[config.mk]
export PLATFORM = sky130hd
export DESIGN_NAME = multi_digit_counter
export DESIGN_NICKNAME = d
export VERILOG_FILES = /design/src/rtl/multi_digit_counter.sv
export SDC_FILE = /design/constraint.sdc
export NUM_CORES = 1
export LEC_CHECK = 0
export BUFFER_PORTS_ARGS = -buffer_cell sky130_fd_sc_hd__buf_2
export CAP_MARGIN = 20
export CORE_MARGIN = 5
export CORE_UTILIZATION = 59
export DETAILED_ROUTE_END_ITERATION = 6
export PLACE_DENSITY = 0.82
export SETUP_SLACK_MARGIN = 0.5
export SYNTH_ARGS = -nofsm -noshare
export SYNTH_HDL_FRONTEND = slang
export SYNTH_SLANG_ARGS = --single-unit
[constraint.sdc]
create_clock -name clock -period 3 [get_ports clock]
set_clock_uncertainty 0.1 [all_clocks]
set_input_delay 0.15 -clock clock [delete_from_list [all_inputs] [get_ports clock]]
set_output_delay 0.15 -clock clock [all_outputs]
set_load 0.005 [all_outputs]
[src/rtl/multi_digit_counter.sv]
// Multi-digit up/down hex/BCD counter with selectable rate prescaler, parallel load,
// wrap pulse and per-digit active-low seven-segment decode. Define LEADING_ZERO_BLANK_EN to blank leading zeros.
module multi_digit_counter #(
    parameter int unsigned DIGITS    = 4,
    parameter int unsigned DIV_WIDTH = 32,
    parameter int unsigned RATE0     = 1,
    parameter int unsigned RATE1     = 50000000,
    parameter int unsigned RATE2     = 25000000,
    parameter int unsigned RATE3     = 12500000
) (
    input  logic                  clock,
    input  logic                  reset_n,
    input  logic                  run,
    input  logic                  up,
    input  logic                  bcd,
    input  logic [1:0]            rate_sel,
    input  logic                  load,
    input  logic [4*DIGITS-1:0]   load_value,
    output logic [4*DIGITS-1:0]   count,
    output logic [7*DIGITS-1:0]   segments,
    output logic                  wrap
);

    localparam int unsigned CW = 4 * DIGITS;
    localparam int unsigned SW = 7 * DIGITS;

    logic [DIV_WIDTH-1:0] prescaler;
    logic [DIV_WIDTH-1:0] rate_m1;
    logic                 tick;
    logic [CW-1:0]        count_next;
    logic [CW-1:0]        load_clamped;
    logic                 wrap_next;
    logic [3:0]           max_digit;
    logic [3:0]           digit;
    logic                 carry;
    logic                 borrow;
    logic                 all_max;
    logic                 all_zero;

    // Terminal prescaler value for the selected rate
    always_comb begin
        rate_m1 = DIV_WIDTH'(RATE0 - 1);
        case (rate_sel)
            2'd0:    rate_m1 = DIV_WIDTH'(RATE0 - 1);
            2'd1:    rate_m1 = DIV_WIDTH'(RATE1 - 1);
            2'd2:    rate_m1 = DIV_WIDTH'(RATE2 - 1);
            default: rate_m1 = DIV_WIDTH'(RATE3 - 1);
        endcase
    end

    // >= so that switching to a shorter rate ticks immediately
    assign tick = run && (prescaler >= rate_m1);

    // Load data, with decimal digits above 9 clamped to 9
    always_comb begin
        load_clamped = load_value;
        for (int i = 0; i < int'(DIGITS); i++) begin
            if (bcd && (load_value[4*i +: 4] > 4'd9)) begin
                load_clamped[4*i +: 4] = 4'd9;
            end
        end
    end

    // Ripple carry/borrow across digits; carry and borrow mean "all lower digits at the limit"
    always_comb begin
        max_digit  = bcd ? 4'd9 : 4'd15;
        count_next = count;
        digit      = '0;
        carry      = 1'b1;
        borrow     = 1'b1;
        all_max    = 1'b1;
        all_zero   = 1'b1;
        for (int i = 0; i < int'(DIGITS); i++) begin
            digit = count[4*i +: 4];
            if (up) begin
                if (carry) begin
                    count_next[4*i +: 4] = (digit >= max_digit) ? 4'd0 : digit + 4'd1;
                end
            end else begin
                if (borrow) begin
                    if (digit == 4'd0) begin
                        count_next[4*i +: 4] = max_digit;
                    end else if (bcd && (digit > 4'd9)) begin
                        count_next[4*i +: 4] = 4'd9;
                    end else begin
                        count_next[4*i +: 4] = digit - 4'd1;
                    end
                end
            end
            carry    = carry && (digit >= max_digit);
            borrow   = borrow && (digit == 4'd0);
            all_max  = all_max && (digit >= max_digit);
            all_zero = all_zero && (digit == 4'd0);
        end
        wrap_next = up ? all_max : all_zero;
    end

    always_ff @(posedge clock or negedge reset_n) begin
        if (!reset_n) begin
            prescaler <= '0;
            count     <= '0;
            wrap      <= 1'b0;
        end else if (load) begin
            prescaler <= '0;
            count     <= load_clamped;
            wrap      <= 1'b0;
        end else if (tick) begin
            prescaler <= '0;
            count     <= count_next;
            wrap      <= wrap_next;
        end else begin
            if (run) begin
                prescaler <= prescaler + DIV_WIDTH'(1);
            end
            wrap <= 1'b0;
        end
    end

    // Active-high gfedcba pattern inverted for common-anode displays
    function automatic logic [6:0] glyph(input logic [3:0] d);
        logic [6:0] lit;
        case (d)
            4'h0:    lit = 7'h3F;
            4'h1:    lit = 7'h06;
            4'h2:    lit = 7'h5B;
            4'h3:    lit = 7'h4F;
            4'h4:    lit = 7'h66;
            4'h5:    lit = 7'h6D;
            4'h6:    lit = 7'h7D;
            4'h7:    lit = 7'h07;
            4'h8:    lit = 7'h7F;
            4'h9:    lit = 7'h6F;
            4'hA:    lit = 7'h77;
            4'hB:    lit = 7'h7C;
            4'hC:    lit = 7'h58;
            4'hD:    lit = 7'h5E;
            4'hE:    lit = 7'h79;
            default: lit = 7'h71;
        endcase
        return ~lit;
    endfunction

`ifdef LEADING_ZERO_BLANK_EN
    logic zero_above;
`endif

    always_comb begin
        segments = '0;
        for (int i = 0; i < int'(DIGITS); i++) begin
            segments[7*i +: 7] = glyph(count[4*i +: 4]);
        end
`ifdef LEADING_ZERO_BLANK_EN
        // Walk down from the top digit; digit 0 always stays lit
        zero_above = 1'b1;
        for (int i = int'(DIGITS) - 1; i > 0; i--) begin
            zero_above = zero_above && (count[4*i +: 4] == 4'd0);
            if (zero_above) begin
                segments[7*i +: 7] = 7'h7F;
            end
        end
`endif
    end

    logic unused_sw;
    assign unused_sw = (SW == 0);

endmodule

==> results of run 1 <==
==> Yosys cell counts (all sizes together), types with 3 or more instances <==
cell | instances | area [µm²]
nand4 | 6 | 37.54
mux2i | 6 | 60.06
a311oi | 3 | 26.28
nand3 | 19 | 95.09
inv | 30 | 112.6
nor2b | 12 | 75.07
ha | 47 | 588.1
xnor2 | 13 | 113.9
nand2b | 8 | 50.05
nor3b | 5 | 47.54
buf | 12 | 65.06
nor3 | 7 | 35.03
mux2 | 5 | 56.30
a21oi | 37 | 185.2
and4 | 4 | 35.03
clkbuf | 25 | 93.84
o211ai | 11 | 82.58
nand2 | 50 | 190.2
o22ai | 8 | 50.05
a21o | 4 | 30.03
a22o | 3 | 26.28
o21bai | 4 | 30.03
mux4 | 5 | 112.6
or3b | 5 | 43.80
nand3b | 6 | 45.04
dfrtp | 49 | 1226
a211o | 4 | 35.03
nor4 | 9 | 71.32
or2 | 5 | 31.28
o21ai | 34 | 173.9
nor2 | 83 | 321.6
o31ai | 8 | 60.06
a31oi | 12 | 75.07
and3 | 4 | 25.02
a211oi | 8 | 70.06
o311ai | 3 | 26.28
xor2 | 17 | 148.9
==> cells by family (layout without fill, tap and decap cells) <==
| family | Yosys count | in the layout | synth area share |
|---|---|---|---|
| adders and majority gates | 48 | 48 | 0.1243 |
| and+or+nand+nor | 229 | 229 | 0.2393 |
| muxes | 16 | 16 | 0.04761 |
| xor gates and xnor gates | 30 | 30 | 0.05463 |
| AOI/OAI and AO/OA | 160 | 160 | 0.2227 |
| DFF | 49 | 49 | 0.2549 |
| buffers and inverters | 67 | 146 | 0.05645 |
==> sequential cells by signal (all words and copies together), names as in the netlist <==
| name | count |
|---|---|
| count | 16 |
| prescaler | 32 |
| wrap | 1 |
==> what timing repair did <==
action	4_1_cts	5_1_grt
hold buffers	1	0
setup endpoints to repair	49	48
cloned	0	0
setup buffers	11	6
pin swaps	12	13
resized for setup	21	19
hold endpoints to repair	49	0
==> power by group through the flow <==
| stage | sequential [µW] | clock [µW] | combinational (µW) |
|---|---|---|---|
| floorplan | 839 | 0 | 1140 |
| global placement | 831 | 0 | 1670 |
| detailed placement | 841 | 0 | 1740 |
| CTS | 816 | 439 | 1840 |
| global route | 831 | 470 | 2080 |
| finish | 820 | 441 | 1890 |
==> path summary, 6_finish.rpt <==
kind / start / to / slack, ns / depth (start not counted)
max: prescaler[10]$_DFFE_PN0P_ / count[0]$_DFFE_PN0P_ / 0.31 / 9
min: load_value[9] / count[9]$_DFFE_PN0P_ / 0.05 / 3
max reg2reg: prescaler[10]$_DFFE_PN0P_ / count[0]$_DFFE_PN0P_ / 0.31 / 9
min reg2reg: prescaler[31]$_DFFE_PN0P_ / prescaler[31]$_DFFE_PN0P_ / 0.41 / 2
max in group asynchronous: reset_n / count[0]$_DFFE_PN0P_ / 2.09 / 3
min in group asynchronous: reset_n / prescaler[4]$_DFFE_PN0P_ / 0.17 / 2
==> layer usage <==
layer  wire length (µm)  part of all wire  vias to the layer above  track usage
li1                   -                 -                     2311            -
met1               5557              0.40                     2324       0.3572
met2               6821              0.49                      256       0.4577
met3                969             0.070                       44      0.03127
met4                474             0.034                        0       0.1109
met5                  0                 0                        -            0
==> layout make-up <==
type | count | share of cell area
Multi-Input combinational cell | 483 | 0.6063
Sequential cell | 49 | 0.2130
Timing Repair Buffer | 108 | 0.1200
Tap cell | 105 | 0.02278
Inverter | 30 | 0.02039
Clock buffer | 7 | 0.01670
Clock inverter | 1 | 0.0008677
==> critical path, stage by stage, from the launching register on <==
cell,delay (ns)
dfrtp_1,0.42
ha_4,0.27
or4b_4,0.48
a221oi_4,0.31
nand2_2,0.10
o21ai_4,0.24
a31o_4,0.25
buf_12,0.13
a31oi_4,0.06
a31o_1,0.20
==> stage by stage <==
stage,power [µW],cells
after CTS,3097,776
after floorplan,1974,599
after detailed placement,2584,756
after global placement,2498,756
final,3155,783
after global routing,3384,783
==> flow_summary.json, run 1 <==
{
  "fp.dieW_um": 100.3,
  "grt_pass1_vias": 4742,
  "final_cell_mix": "79 x nor2_1, 68 x buf_2, 48 x nand2_1",
  "crit_required_ns": 3.10,
  "clock_sinks": 49,
  "hold_path.class": "input port to register",
  "worstSkewPairLatency_ns": 0.31,
  "synth_cells": 599,
  "finalCritPeriodShare": 0.8979,
  "p_leak_uw": 0.002619,
  "multiInputGateArea_mm2": 0.003497,
  "grtUsageTotal": 0.2727,
  "clockBufferDepth": 2,
  "switching_share": 0.4333,
  "port-buffer-count": 68,
  "htreeDepth": 2,
  "maxCapViolCount": 0,
  "final.min_clock_period_ns": 2.694,
  "die_h_um": 100.3,
  "setup_viol": 0,
  "comb_power_share": 0.600,
  "status": "complete, no violations",
  "arrival_ns": 2.80,
  "via_count": 4935,
  "final_common_cell": "nor2_1",
  "synth-edff-count": 0,
  "irDropWorstVdd_mv": 0.3350,
  "drive_gt1_frac": 0.2552,
  "drt_wl_total_mm": 13.82,
  "dp_hpwl_mm": 9.410,
  "postLayoutCellArea_mm2": 0.005768,
  "cts_tree": "yes",
  "pwr-share-seq": 0.260,
  "postSynthAreaPerCell_um2": 8.029,
  "seq_area_frac_synth": 0.2549,
  "area_growth_pct": 19.93,
  "clk_pin_slew_ns": 0.09,
  "first_iter_violations": 274,
  "drc": 0,
  "worstMarginPinSlew_ns": 0.5729,
  "cp-end-kind": "register",
  "hold_slack_ns": 0.05433,
  "syn_nets": 670,
  "nets": 748,
  "max_slew_margin": 0.6140,
  "grt_max_degree": 50,
  "hold_violations": 0,
  "switching_power_uw": 1367,
  "placed_area_mm2": 0.005298,
  "rsz0062_at_grt": "yes",
  "p_int_uw": 1788,
  "final_core_util": 0.7127,
  "ys_types": 70,
  "seq_area_mm2": 0.001229,
  "slew_violations": 0,
  "grt_pass1_wl_mm": 22.74,
  "ios": 69,
  "cts_buffers": 5,
  "fillers": 636,
  "setup_slack_ns": 0.3062,
  "root_buffer": "clkbuf_8",
  "fp.coreArea_mm2": 0.008093,
  "crit_type": "register to register",
  "final.setup.tns_ns": 0,
  "synthFlopType": "dfrtp_1",
  "p_clk_frac": 0.140,
  "via_per_inst": 6.303,
  "grt_overflow_total": 0,
  "dieArea_mm2": 0.01006,
  "gp_congestion": 0.9296,
  "synth_warnings": 0,
  "dp_slack_ns": 0.003372,
  "drtPass1Iterations": 5,
  "rows": 33,
  "netlist_area_mm2": 0.004810,
  "startpoint_type": "register",
  "diodes": 0,
  "antenna_found_initial": 0,
  "ant_nets": 0,
  "power_density_mw_per_mm2": 547.0,
  "start_util": 0.5943,
  "wire_per_inst_um": 17.65,
  "ys_async_sr_fraction": 1.000,
  "cp_max_fo": 6,
  "ys_ff_latch": 49,
  "fmax_mhz": 371.2
}
No activity file was read; power rests on OpenSTA's default activity.
==> run 2, diff against run 1 <==
--- a/config.mk
+++ b/config.mk
@@ -10,6 +10,7 @@
 export CORE_MARGIN = 5
 export CORE_UTILIZATION = 59
 export DETAILED_ROUTE_END_ITERATION = 6
+export GPL_TIMING_DRIVEN = 0
 export PLACE_DENSITY = 0.82
 export SETUP_SLACK_MARGIN = 0.5
 export SYNTH_ARGS = -nofsm -noshare
==> flow_summary.json, run 2 (same netlist as run 1, synthesis figures left out) <==
{
  "status": "complete, no violations",
  "cp-end-kind": "register",
  "hold_slack_ns": 0.04266,
  "hold_path.class": "input port to register",
  "crit_required_ns": 3.11,
  "power_density_mw_per_mm2": 551.8,
  "cp_max_fo": 4,
  "drtPass1Iterations": 5,
  "clock_sinks": 49,
  "rsz0062_at_grt": "yes",
  "slowest_delay_ns": 0.48,
  "fp.coreArea_mm2": 0.008093,
  "die_h_um": 100.3,
  "clockBufferDepth": 2,
  "setup_slack_ns": 0.3471,
  "fmax_mhz": 377.0,
  "via_count": 5142,
  "crit_slowest_cell": "or4b_4",
  "max_slew_margin": 0.6125,
  "p_clk_frac": 0.168,
  "clk_pin_slew_ns": 0.10,
  "wire_per_inst_um": 18.00,
  "area_growth_pct": 26.72,
  "maxCapViolCount": 0,
  "grtUsageTotal": 0.2811,
  "placed_area_mm2": 0.005293,
  "grt_pass1_vias": 4932,
  "htreeDepth": 2,
  "drive_gt1_frac": 0.2835,
  "setup_viol": 0,
  "root_buffer": "clkbuf_8",
  "slew_violations": 0,
  "worstSkewPairLatency_ns": 0.32,
  "nets": 772,
  "finalCritPeriodShare": 0.8843,
  "comb_power_share": 0.587,
  "grt_max_degree": 50,
  "arrival_ns": 2.77,
  "p_leak_uw": 0.002686,
  "critical_path.top_delay_family": "compound AO/OA/AOI/OAI gates",
  "crit_path_cell_trace": "ha_1, or4b_4, a221oi_4, nand2_2, o21ai_4, a31o_4, buf_12, nand2_4, mux2_2",
  "path_buf_inv": 1,
  "antenna_found_initial": 0,
  "worstMarginPinSlew_ns": 0.5751,
  "rows": 33,
  "ant_nets": 0,
  "port-buffer-count": 67,
  "startpoint_type": "register",
  "largest_reg_flops": 32,
  "final_common_cell": "buf_2",
  "final_cell_mix": "71 x buf_2, 61 x nor2_1, 47 x nand2_1",
  "drt_wl_total_mm": 14.53,
  "switching_share": 0.4226,
  "cts_buffers": 5,
  "ios": 69,
  "postLayoutCellArea_mm2": 0.006095,
  "grt_overflow_total": 0,
  "final.setup.tns_ns": 0,
  "dp_hpwl_mm": 9.608,
  "regMostFlops": "prescaler",
  "pwr-share-seq": 0.245,
  "final.min_clock_period_ns": 2.653,
  "gp_congestion": 0.9389,
  "first_iter_violations": 337,
  "switching_power_uw": 1421,
  "via_per_inst": 6.372,
  "dp_slack_ns": -0.05056,
  "grt_pass1_wl_mm": 23.44,
  "dp_cells": 771,
  "hold_violations": 0,
  "dieArea_mm2": 0.01006,
  "crit_type": "register to register",
  "diodes": 0,
  "p_int_uw": 1942,
  "largestRegisters": "prescaler (32), count (16), wrap (1)",
  "fp.dieW_um": 100.3,
  "start_util": 0.5943,
  "finalNonFillerCells": 807,
  "irDropWorstVdd_mv": 0.4565,
  "cts_tree": "yes",
  "drc": 0
}
-- run 2: cell types whose count changed in the layout (fill, tap and decap cells not counted), moves of 5 or more --
cell / before / now
nor2_1: 79 / 61
clkbuf_1: 0 / 21
buf_4: 33 / 17
nor2_2: 3 / 12
buf_6: 3 / 8
nor2_4: 1 / 10
-- run 2: layout make-up --
cell class	count	area [µm²]
clock buffers	5	68.82
inverters	30	122.6
plain buffers	37	225.2
well taps	105	131.4
clock inverters	3	65.06
multi-input cells	483	3620
repair buffers	95	628.1
fillers	586	1998
flip-flops and latches	49	1234
-- run 2: power by group through the flow --
stage | registers [µW] | logic, µW | clock network, µW
2_1_floorplan | 839 | 1140 | 0
3_3_place_gp | 863 | 1610 | 0
3_5_place_dp | 866 | 1670 | 0
4_1_cts | 816 | 1860 | 566
5_1_grt | 832 | 2170 | 598
6_report | 823 | 1970 | 567
-- run 2: final timing paths --
| kind | start | to | slack [ns] | cells after the start |
|---|---|---|---|---|
| max reg2reg | prescaler[10]$_DFFE_PN0P_ | count[5]$_DFFE_PN0P_ | 0.35 | 9 |
| min in group asynchronous | reset_n | wrap$_DFF_PN0_ | 0.24 | 2 |
| min reg2reg | prescaler[31]$_DFFE_PN0P_ | prescaler[31]$_DFFE_PN0P_ | 0.45 | 2 |
| min | load_value[9] | count[9]$_DFFE_PN0P_ | 0.04 | 3 |
| max in group asynchronous | reset_n | count[1]$_DFFE_PN0P_ | 2.00 | 3 |
| max | prescaler[10]$_DFFE_PN0P_ | count[5]$_DFFE_PN0P_ | 0.35 | 9 |
-- run 2: routing by layer --
metal,GRT usage,vias to the layer above,share of wire,wire (µm)
li1,-,2365,-,-
met1,0.3801,2443,0.41,5989
met2,0.4648,286,0.49,7102
met3,0.03266,48,0.071,1026
met4,0.09845,0,0.028,406
met5,0,-,0,0
-- run 2: repair_timing --
action,CTS,global route
pin swaps,17,23
setup endpoints to repair,47,49
resized for setup,59,47
hold buffers,1,0
buffers inserted,16,7
cloned,3,0
endpoints found under the hold margin,17,0
-- run 2: worst min-delay path: cells and delay by family --
kind | cells | cell delay, ns
buf+inv | 1 | 0.09
compound gates | 2 | 0.18
-- run 2: per-stage QoR --
step,util,power (µW)
2_1_floorplan,-,1974
3_3_place_gp,0.6540,2475
3_5_place_dp,0.6540,2533
4_1_cts,0.7209,3239
5_1_grt,0.7531,3599
6_report,0.7531,3363
